## config.mk

```make
export PLATFORM = sky130hd
export DESIGN_NAME = eth_mii_tx
export DESIGN_NICKNAME = d
export VERILOG_FILES = /design/src/rtl/eth_pkg.sv /design/src/rtl/eth_crc32_nib.sv /design/src/rtl/eth_mii_tx.sv
export SDC_FILE = /design/constraint.sdc
export NUM_CORES = 1
export LEC_CHECK = 0
export ABC_AREA = 1
export BUFFER_PORTS_ARGS = -buffer_cell sky130_fd_sc_hd__buf_4
export CORE_MARGIN = 2
export CORE_UTILIZATION = 65
export CTS_CLUSTER_DIAMETER = 120
export DETAILED_ROUTE_END_ITERATION = 6
export GPL_ROUTABILITY_DRIVEN = 0
export PLACE_DENSITY = 0.83
export SLEW_MARGIN = 25
export SYNTH_ARGS = -nofsm -noshare
export SYNTH_HDL_FRONTEND = slang
export SYNTH_SLANG_ARGS = --single-unit
```

## constraint.sdc

```tcl
create_clock -name mii_tx_clk -period 6.4 [get_ports mii_tx_clk]
set_clock_uncertainty 0.1 [all_clocks]
set_input_delay 1.28 -clock mii_tx_clk [delete_from_list [all_inputs] [get_ports mii_tx_clk]]
set_output_delay 1.28 -clock mii_tx_clk [all_outputs]
set_load 0.03 [all_outputs]
```

## src/rtl/eth_pkg.sv

```systemverilog
// Shared constants, FSM encoding and nibble-wise CRC32 step
// for the MII Ethernet frame generator.
package eth_pkg;

   localparam logic [3:0]  PREAMBLE_NIB = 4'h5;
   localparam logic [3:0]  SFD_NIB      = 4'hD;
   localparam logic [31:0] CRC_INIT     = 32'hFFFF_FFFF;
   localparam logic [31:0] CRC_POLY_R   = 32'hEDB8_8320;
   localparam logic [31:0] CRC_RESIDUE  = 32'hC704_DD7B;
   localparam int          MIN_IFG_NIB  = 24;

   typedef logic [2:0] state_t;

   localparam state_t ST_WAIT = 3'd0;
   localparam state_t ST_PRE  = 3'd1;
   localparam state_t ST_HDR  = 3'd2;
   localparam state_t ST_PAY  = 3'd3;
   localparam state_t ST_FCS  = 3'd4;

   // Reflected CRC32, one nibble, LSB first.
   function automatic logic [31:0] crc32_nib(
      input logic [31:0] c,
      input logic [3:0]  d
   );
      logic [31:0] r;
      r = c;
      for (int i = 0; i < 4; i++) begin
         if (r[0] ^ d[i]) r = (r >> 1) ^ CRC_POLY_R;
         else             r = r >> 1;
      end
      return r;
   endfunction

endpackage

```

## src/rtl/eth_crc32_nib.sv

```systemverilog
// Running IEEE 802.3 CRC32 register, advanced one nibble per
// enabled clock; clr reloads the initial value.
module eth_crc32_nib
   import eth_pkg::*;
(
   input  logic        clk,
   input  logic        clr,
   input  logic        en,
   input  logic [3:0]  din,
   output logic [31:0] crc
);

   logic [31:0] crc_nx;

   always_comb crc_nx = crc32_nib(crc, din);

   always_ff @(posedge clk) begin
      if (clr)     crc <= CRC_INIT;
      else if (en) crc <= crc_nx;
   end

endmodule

```

## src/rtl/eth_mii_tx.sv

```systemverilog
// Free-running MII frame generator: preamble, fixed header,
// counting payload, FCS, then an idle gap, forever.
module eth_mii_tx
   import eth_pkg::*;
#(
   parameter logic [47:0] DST_MAC     = 48'hFFFF_FFFF_FFFF,
   parameter logic [47:0] SRC_MAC     = 48'h000A_3501_FEC0,
   parameter logic [15:0] ETH_TYPE    = 16'h88B5,
   parameter int          PAYLOAD_LEN = 46,
   parameter int          START_DELAY = 16,
   parameter int          GAP_CYCLES  = 200
) (
   input  logic       mii_tx_clk,
   input  logic       rst,
   output logic       mii_tx_en,
   output logic       mii_tx_er,
   output logic [3:0] mii_tx_da,
   output logic       phy_rst_n,
   input  logic       mii_rx_clk,
   input  logic       mii_rx_dv,
   input  logic       mii_rx_er,
   input  logic [3:0] mii_rx_da
);

   localparam logic [111:0] HDR = {DST_MAC, SRC_MAC, ETH_TYPE};
   localparam logic [11:0] PAY_LAST = 12'(2 * PAYLOAD_LEN - 1);
   localparam int GAP_EFF =
      (GAP_CYCLES < MIN_IFG_NIB) ? MIN_IFG_NIB : GAP_CYCLES;
   localparam logic [15:0] START_LIM = 16'(START_DELAY);
   localparam logic [15:0] GAP_LIM   = 16'(GAP_EFF);

   state_t      state;
   state_t      state_nx;
   logic [11:0] idx;
   logic [11:0] idx_nx;
   logic [15:0] cnt;
   logic        first;
   logic [3:0]  nib_nx;
   logic [31:0] crc;
   logic        crc_clr;
   logic        crc_en;
   logic        rx_unused;

   assign rx_unused = ^{mii_rx_clk, mii_rx_dv, mii_rx_er, mii_rx_da};

   function automatic logic [3:0] hdr_nib(input logic [4:0] n);
      logic [7:0] b;
      b = 8'(HDR >> ((13 - int'(n[4:1])) * 8));
      return n[0] ? b[7:4] : b[3:0];
   endfunction

   function automatic logic [3:0] pay_nib(input logic [8:0] n);
      return n[0] ? n[8:5] : n[4:1];
   endfunction

   always_comb begin
      state_nx = state;
      idx_nx   = idx + 12'd1;
      unique case (state)
         ST_WAIT: begin
            idx_nx = '0;
            if (cnt == (first ? START_LIM : GAP_LIM))
               state_nx = ST_PRE;
         end
         ST_PRE: if (idx == 12'd15) begin
            state_nx = ST_HDR;
            idx_nx   = '0;
         end
         ST_HDR: if (idx == 12'd27) begin
            state_nx = ST_PAY;
            idx_nx   = '0;
         end
         ST_PAY: if (idx == PAY_LAST) begin
            state_nx = ST_FCS;
            idx_nx   = '0;
         end
         ST_FCS: if (idx == 12'd7) begin
            state_nx = ST_WAIT;
            idx_nx   = '0;
         end
         default: begin
            state_nx = ST_WAIT;
            idx_nx   = '0;
         end
      endcase
   end

   // Nibble for the position being entered; it becomes the
   // registered output and, in HDR/PAY, the CRC input.
   always_comb begin
      nib_nx = 4'h0;
      case (state_nx)
         ST_PRE: nib_nx = (idx_nx == 12'd15) ? SFD_NIB : PREAMBLE_NIB;
         ST_HDR: nib_nx = hdr_nib(idx_nx[4:0]);
         ST_PAY: nib_nx = pay_nib(idx_nx[8:0]);
         ST_FCS: nib_nx = 4'(~crc >> {idx_nx[2:0], 2'b00});
         default: nib_nx = 4'h0;
      endcase
   end

   assign crc_clr = rst || (state_nx == ST_PRE && idx_nx == 12'd15);
   assign crc_en  = (state_nx == ST_HDR) || (state_nx == ST_PAY);

   eth_crc32_nib u_crc (
      .clk (mii_tx_clk),
      .clr (crc_clr),
      .en  (crc_en),
      .din (nib_nx),
      .crc (crc)
   );

   always_ff @(posedge mii_tx_clk) begin
      if (rst) begin
         state     <= ST_WAIT;
         idx       <= '0;
         cnt       <= '0;
         first     <= 1'b1;
         mii_tx_en <= 1'b0;
         mii_tx_da <= 4'h0;
         mii_tx_er <= 1'b0;
         phy_rst_n <= 1'b0;
      end else begin
         state     <= state_nx;
         idx       <= idx_nx;
         mii_tx_en <= (state_nx != ST_WAIT);
         mii_tx_da <= nib_nx;
         mii_tx_er <= 1'b0;
         phy_rst_n <= 1'b1;
         if (state == ST_WAIT && state_nx == ST_PRE) first <= 1'b0;
         // Gap count starts at 1 on the first idle clock so that
         // both limits compare against the same counter value.
         if (state_nx == ST_WAIT)
            cnt <= (state == ST_WAIT) ? cnt + 16'd1 : 16'd1;
         else
            cnt <= '0;
      end
   end

endmodule

```

* Word-level counts from Yosys, hierarchy flattened
Cells that the tools add are included.
** Storage, ports and cells
- Output and inout bits :: 7
- Register bits :: 70
- Input bits :: 9
** Cells by class
- Eq/ne operators :: 14
- $add $sub $neg :: 3
- Reductions and logical operators :: 9
- Shift-type cells :: 2
- Bitwise operators :: 11
- Mux-type cells :: 22
** Operators by type and width (count)
- 32-bit 2-to-1 mux :: 4
- 112-bit by 32-bit right shift with 8-bit output (first input constant) :: 1
- 13-bit NOT with 14-bit output :: 4
- 12-bit 2-to-1 mux :: 4
- 12-bit one-hot mux with 4 select lines :: 1
- 32-bit NOT :: 1
- 32-bit by 5-bit right shift with 4-bit output :: 1
- 12-bit by 4-bit == test with 1-bit output (second input constant) :: 2
- 16-bit by 1-bit adder with 16-bit output (second input constant) :: 1
- 16-bit by 8-bit == test with 1-bit output :: 1
- 4-bit one-hot mux with 4 select lines :: 1
- 3-bit 2-to-1 mux :: 5
- 3-bit one-hot mux with 5 select lines :: 1
- 12-bit by 1-bit adder with 12-bit output (second input constant) :: 1
- 12-bit by 3-bit == test with 1-bit output (second input constant) :: 1
- 12-bit by 5-bit == test with 1-bit output (second input constant) :: 1
- 12-bit by 7-bit == test with 1-bit output (second input constant) :: 1
- 3-bit by 2-bit == test with 1-bit output (second input constant) :: 4
- 4-bit 2-to-1 mux :: 3
- 8-bit 2-to-1 mux :: 1
- 3-bit by 1-bit == test with 1-bit output (second input constant) :: 2
- 3-bit == test (second input constant) :: 2
- 3-bit logical NOT :: 2
- 4-bit by 4-bit subtractor with 5-bit output (first input constant) :: 1
- other kinds (8) :: 15

* Depth between registers and ports, before layout
- Depth in word-level cells :: 15
- Gate-level depth with buffers :: 27
- Gate-level depth less buffers :: 26

* Hierarchy
A second synthesis with hierarchy kept.
** Unflattened totals
- Cells, all modules :: 692
- Area, all modules :: 4449.3 um^2
** Modules (own cells, without submodules)
- eth_mii_tx :: area each 2671.3 um^2, times used 1, cells each 452, seq. area each 760.7 um^2
- eth_crc32_nib :: area each 1778.0 um^2, times used 1, cells each 240, seq. area each 640.6 um^2

* Worst setup path before layout
Ideal clock, no wire load.
- Path kind :: reg2reg
- From :: register idx[0]
- To :: register u_crc.crc[18]
- Buffers on the path :: 1
- Data arrival time :: 2.433 ns
- Path slack :: 3.752 ns
- Cell stages (with the launch flop) :: 26
- Path through :: dfxtp_1 > ha_1 > nand3_1 > nor2_2 > nand2_1 > nand2_1 > nand2_2 > nor2_4 > nor2_4 > nand2_2 > inv_2 > nand2_1 > nand3_1 > nand2_1 > nand3_1 > nand2_1 > nand2_1 > nand2_2 > buf_6 > inv_2 > nand2_1 > nand2_1 > nand2_1 > nand2_1 > nand2_1 > nand2_1
** On the way
- Word-level cells in the longest chain between the ends :: 14
- Elaborated cells on any way between the ends :: 38
- Those cells by class :: add/sub: 2; eq/ne: 9; shift: 2; mux: 17; bitwise: 5; reduce/logical: 3
** Ends and longest elaborated chain
- from (decl) :: line eth_mii_tx.sv:34 : logic [11:0] idx;
- from (signal assigned) :: line eth_mii_tx.sv:124 : idx <= idx_nx;
- 12-bit by 1-bit adder with 12-bit output, or another cell as far along :: line eth_mii_tx.sv:58 : idx_nx = idx + 12'd1;
- 12-bit 2-to-1 mux (on tied branches)
- 12-bit one-hot mux with 4 select lines :: line eth_mii_tx.sv:59 : unique case (state)
- 4-bit by 4-bit subtractor with 5-bit output :: line eth_mii_tx.sv:48 : b = 8'(HDR >> ((13 - int'(n[4:1])) * 8));
- 112-bit by 32-bit right shift with 8-bit output :: line eth_mii_tx.sv:48
- 4-bit 2-to-1 mux :: line eth_mii_tx.sv:49 : return n[0] ? b[7:4] : b[3:0];
- 4-bit one-hot mux with 4 select lines :: line eth_mii_tx.sv:92 : case (state_nx)
- 1-bit XOR :: line eth_pkg.sv:28 : if (r[0] ^ d[i]) r = (r >> 1) ^ CRC_POLY_R;
- 32-bit 2-to-1 mux :: line eth_pkg.sv:28
- 13-bit NOT with 14-bit output (no line)
- 32-bit 2-to-1 mux :: line eth_pkg.sv:28
- 13-bit NOT with 14-bit output (no line)
- 32-bit 2-to-1 mux (2 in series) :: line eth_pkg.sv:28
- to (signal assigned) :: line eth_crc32_nib.sv:19 : else if (en) crc <= crc_nx;
- to (decl) :: line eth_crc32_nib.sv:10 : output logic [31:0] crc
Several ways; a longest one is shown, not always the timed one.
A chain may end at the register's enable or synchronous reset.

* Worst setup path after layout
- From :: register idx[0]
- To :: register u_crc.crc[17]
** On the way
- Word-level cells in the longest chain between the ends :: 13
- Elaborated cells on any way between the ends :: 36
- Those cells by class :: add/sub: 2; eq/ne: 9; shift: 2; mux: 17; bitwise: 3; reduce/logical: 3
** Ends and longest elaborated chain (line)
- 12-bit by 1-bit adder with 12-bit output, or another cell as far along :: eth_mii_tx.sv:58
- 12-bit 2-to-1 mux (on tied branches)
- 12-bit one-hot mux with 4 select lines :: eth_mii_tx.sv:59
- 4-bit by 4-bit subtractor with 5-bit output :: eth_mii_tx.sv:48
- 112-bit by 32-bit right shift with 8-bit output :: eth_mii_tx.sv:48
- 4-bit 2-to-1 mux :: eth_mii_tx.sv:49
- 4-bit one-hot mux with 4 select lines :: eth_mii_tx.sv:92
- 1-bit XOR :: eth_pkg.sv:28
- 32-bit 2-to-1 mux :: eth_pkg.sv:28
- 13-bit NOT with 14-bit output (no line)
- 32-bit 2-to-1 mux (3 in series) :: eth_pkg.sv:28
Several ways; a longest one is shown, not always the timed one.

==> flow_results.org <==
** Pwr
- Internal cell power :: 682 uW
- The design draws 870 uW.
- Summed over all nets, the switching power comes to 188 uW.
- IR analysis of the VDD net gives a maximum drop of 0.193 mV.
- Sw Share :: 0.216
- Dividing total power by cell area gives a power density of 191 nW/um^2.
- The share of total power dissipated in the clock network is 0.477.
- Static leakage :: 0.00216 uW
- The share of total power dissipated in sequential elements is 0.504.
- Comb power frac :: 0.020

** Yosys
- The largest total area in the synthesized netlist belongs to dfxtp_1.
- The mapped netlist covers 4240 um^2.
- The share of the Yosys chip area taken by registers is 0.331.
- The Yosys step of the flow raised 0 warnings.
- Nets in the synthesized netlist :: 682
- Area fraction of the dominant cell type after synthesis :: 0.331
- Synthesis inferred 70 register bits.
- Post-synth top cells :: 203 x nand2_1, 70 x dfxtp_1, 70 x inv_1, 70 x nand3_1, 64 x nor2_1
- Primary flip-flop cell chosen by synthesis mapping :: dfxtp_1
- Most used standard cell by instance count after synthesis :: nand2_1
- The synthesized netlist contains 44 unique library cells.
- Synth top area cells :: dfxtp_1 33%, nand2_1 18%, nand3_1 8.3%
- The synthesized design contains 0 enable-type register cells.
- The average instance in the mapped netlist occupies 6.33 um^2.
- For this run, asynchronously set or reset flops after synthesis account for 0.
- Cells after Synth :: 669

** Die
- Die X :: 84.7 um
- Die height :: 84.7 um
- After floorplanning, the core was divided into 29 placement rows.
- Core box area :: 6310 um^2
- Top-level I/O count :: 16
- Initial Utilization :: 0.671
- The floorplan step defined a die boundary enclosing 7180 um^2.

** Job
- Max-cap violation count :: 0

** Layout
- In the final layout, the share of cells above drive strength 1 is 0.103.
- At the end of the flow the core is filled with cells to 0.722.
- The number of antenna diodes in the final layout is 0.
- The final layout contains 686 nets.
- Area grow syn2layout :: 7.62%

** Routing
- First-iteration detailed-routing DRC count :: 284
- Number of nets still failing antenna checks after routing :: 0
- For this run, design rule violations remaining after detail routing come to 0.
- The routed layout has 4,284 vias.
- In the final routed layout, each cell accounts on average for 13.5 um.
- The final layout contains routed wiring with a total length of 10,200 um.
- Per-cell via count in the routed design :: 5.67
- Before antenna repair, the detailed router went through 6 iterations.

** Clock tree
- Worst-case clock buffer depth :: 2
- CTS saw 70 sinks.
- For the worst-skew pair, the clock arrives at the later sink with an insertion delay of 0.35 ns.
- H-tree depth :: 3
- TritonCTS created 9 clock buffers.
- Cts repair resizes :: 0
- Hold-fix buffers at CTS :: 0
- Clock root buffer master :: clkbuf_8
- Clock-pin slew was measured on the worst setup and hold paths at 0.08 ns.
- CTS tree :: built
- After clock tree synthesis, the setup repair step added 0 buffers.

** GRT
- For this run, the total global-route usage over all layers was measured as 0.302.
- First-pass GRT wire length :: 17,500 um
- Via count of the first global-routing pass :: 4,038
- Summed over all layers, the global routing overflow is 0.
- Entering global routing, the biggest net connects 37 pins.
- The number of antenna violations at the first check in global routing came to 0.

** STA
- Highest Clock Rate :: 241 MHz
- Setup tns final :: 0 ns
- At the pin with the least slew margin, the transition time is 0.918 ns.
- Share of the clock period used by the worst path :: 0.649
- For the finished layout, the period the worst path requires is 4.15 ns.
- Setup slack closes at 2.25 ns.
- The max-slew violation count is 0.
- Final count of hold timing violations :: 0
- Tightest slew margin relative to the limit :: 0.387
- Setup repair after global routing missed its margin :: no
- Setup violations remaining at the end of the flow were counted as 0.

** Critical path
- Path type of the worst setup path :: register to register
- At the worst endpoint, the required time is 6.55 ns.
- Element type at the critical path end :: register
- In this run the register-to-register setup slack is 2.25 ns.
- Worst endpoint data arrival time :: 4.30 ns
- Critical path peak fanout :: 22
- The worst setup path is launched from a register.

** Min path
- The path class of the tightest hold or removal check is register to register.

** Place
- # port buffers :: 7
- Estimated wirelength of the detail-placed design :: 7170 um
- Prior to clock tree synthesis, the placed netlist has a worst setup slack of 2.31 ns.

** Outcome
- Outcome :: completed
## registers in the layout, summed over array words and instances, names as in the netlist
| name | count |
|---|---|
| phy_rst_n | 1 |
| mii_tx_en | 1 |
| u_crc.crc | 32 |
| cnt | 16 |
| mii_tx_da | 4 |
| state | 3 |
| first | 1 |
| idx | 12 |
## cells in the final DEF (no fill, tap or decap), drive strengths merged, types with 2 or more instances in the layout
cell,count
or2,2
nor2,74
nor4,2
clkbuf,11
clkinv,2
inv,85
a31oi,4
nand2,213
ha,4
o211ai,11
nor3,14
bufinv,2
xnor2,3
nand4,4
nand3,73
nor3b,7
buf,10
a21oi,42
xor2,12
o21ai,22
o31ai,2
dfxtp,70
## cell families after synthesis
| family | count (synthesis) | synth area share |
|---|---|---|
| other | 1 | 0.000885 |
| buffers and inverters | 102 | 0.0951 |
| adder cells (fa/ha/maj) | 4 | 0.0118 |
| AND/OR/NAND/NOR | 391 | 0.413 |
| XOR/XNOR | 15 | 0.0346 |
| flip-flops | 70 | 0.331 |
| AO/OA/AOI/OAI | 86 | 0.114 |
## worst paths after layout
check	start	end	cells after the start
worst max-delay path	idx[0]	u_crc.crc[17]	21
worst max register to register	idx[0]	u_crc.crc[17]	21
worst min register to register	u_crc.crc[27]	u_crc.crc[27]	2
worst min-delay path	u_crc.crc[27]	u_crc.crc[27]	2
## per-layer routing
metal | up-vias | wire (um) | GRT usage
met2 | 151 | 4920 | 0.508
li1 | 2148 | - | -
met5 | - | 0 | 0
met1 | 1957 | 4360 | 0.362
met3 | 28 | 662 | 0.0639
met4 | 0 | 256 | 0.160
## power by group through the flow
| stage | Clock [uW] | Sequential [uW] | Combinational [uW] |
|---|---|---|---|
| after floorplan | 0 | 449 | 11.8 |
| after global placement | 0 | 449 | 16.6 |
| after detailed placement | 0 | 449 | 17.0 |
| after CTS | 421 | 438 | 17.1 |
| after global routing | 438 | 439 | 19.3 |
| final | 415 | 438 | 17.0 |
## per-stage QoR
stage	area (um^2)	cells	hold slack, ns
3_3_place_gp	4330	739	0.352
3_5_place_dp	4330	739	0.353
4_1_cts	4560	755	0.372
2_1_floorplan	4240	669	0.336
5_1_grt	4560	755	0.405
6_report	4560	755	0.369
## worst max-delay path: stages, from the launching register on
cell and delay [ns]:
dfxtp_1 0.45, ha_1 0.21, nand3_1 0.15, nor2_2 0.18, nand2_1 0.09, nand3_1 0.07, nand2_1 0.09, nor2_2 0.73
inv_2 0.29, nand2_1 0.20, nor2_1 0.06, nor2_1 0.09, nand2_1 0.08, nand2_1 0.08, nand3_1 0.11, nand2_1 0.12
nand2_1 0.07, nand2_2 0.31, xor2_2 0.32, nand2_1 0.09, nand3_1 0.10, nand2_1 0.05
## area by class of cell
type	instances	area (um^2)
Multi-Input combinational cell	497	2430
Fill cell	560	1750
Sequential cell	70	1400
Inverter	85	322
Clock buffer	11	151
Tap cell	77	96.3
Clock inverter	5	81.3
Timing Repair Buffer	10	75.1
No activity file was read; power rests on OpenSTA's default activity.
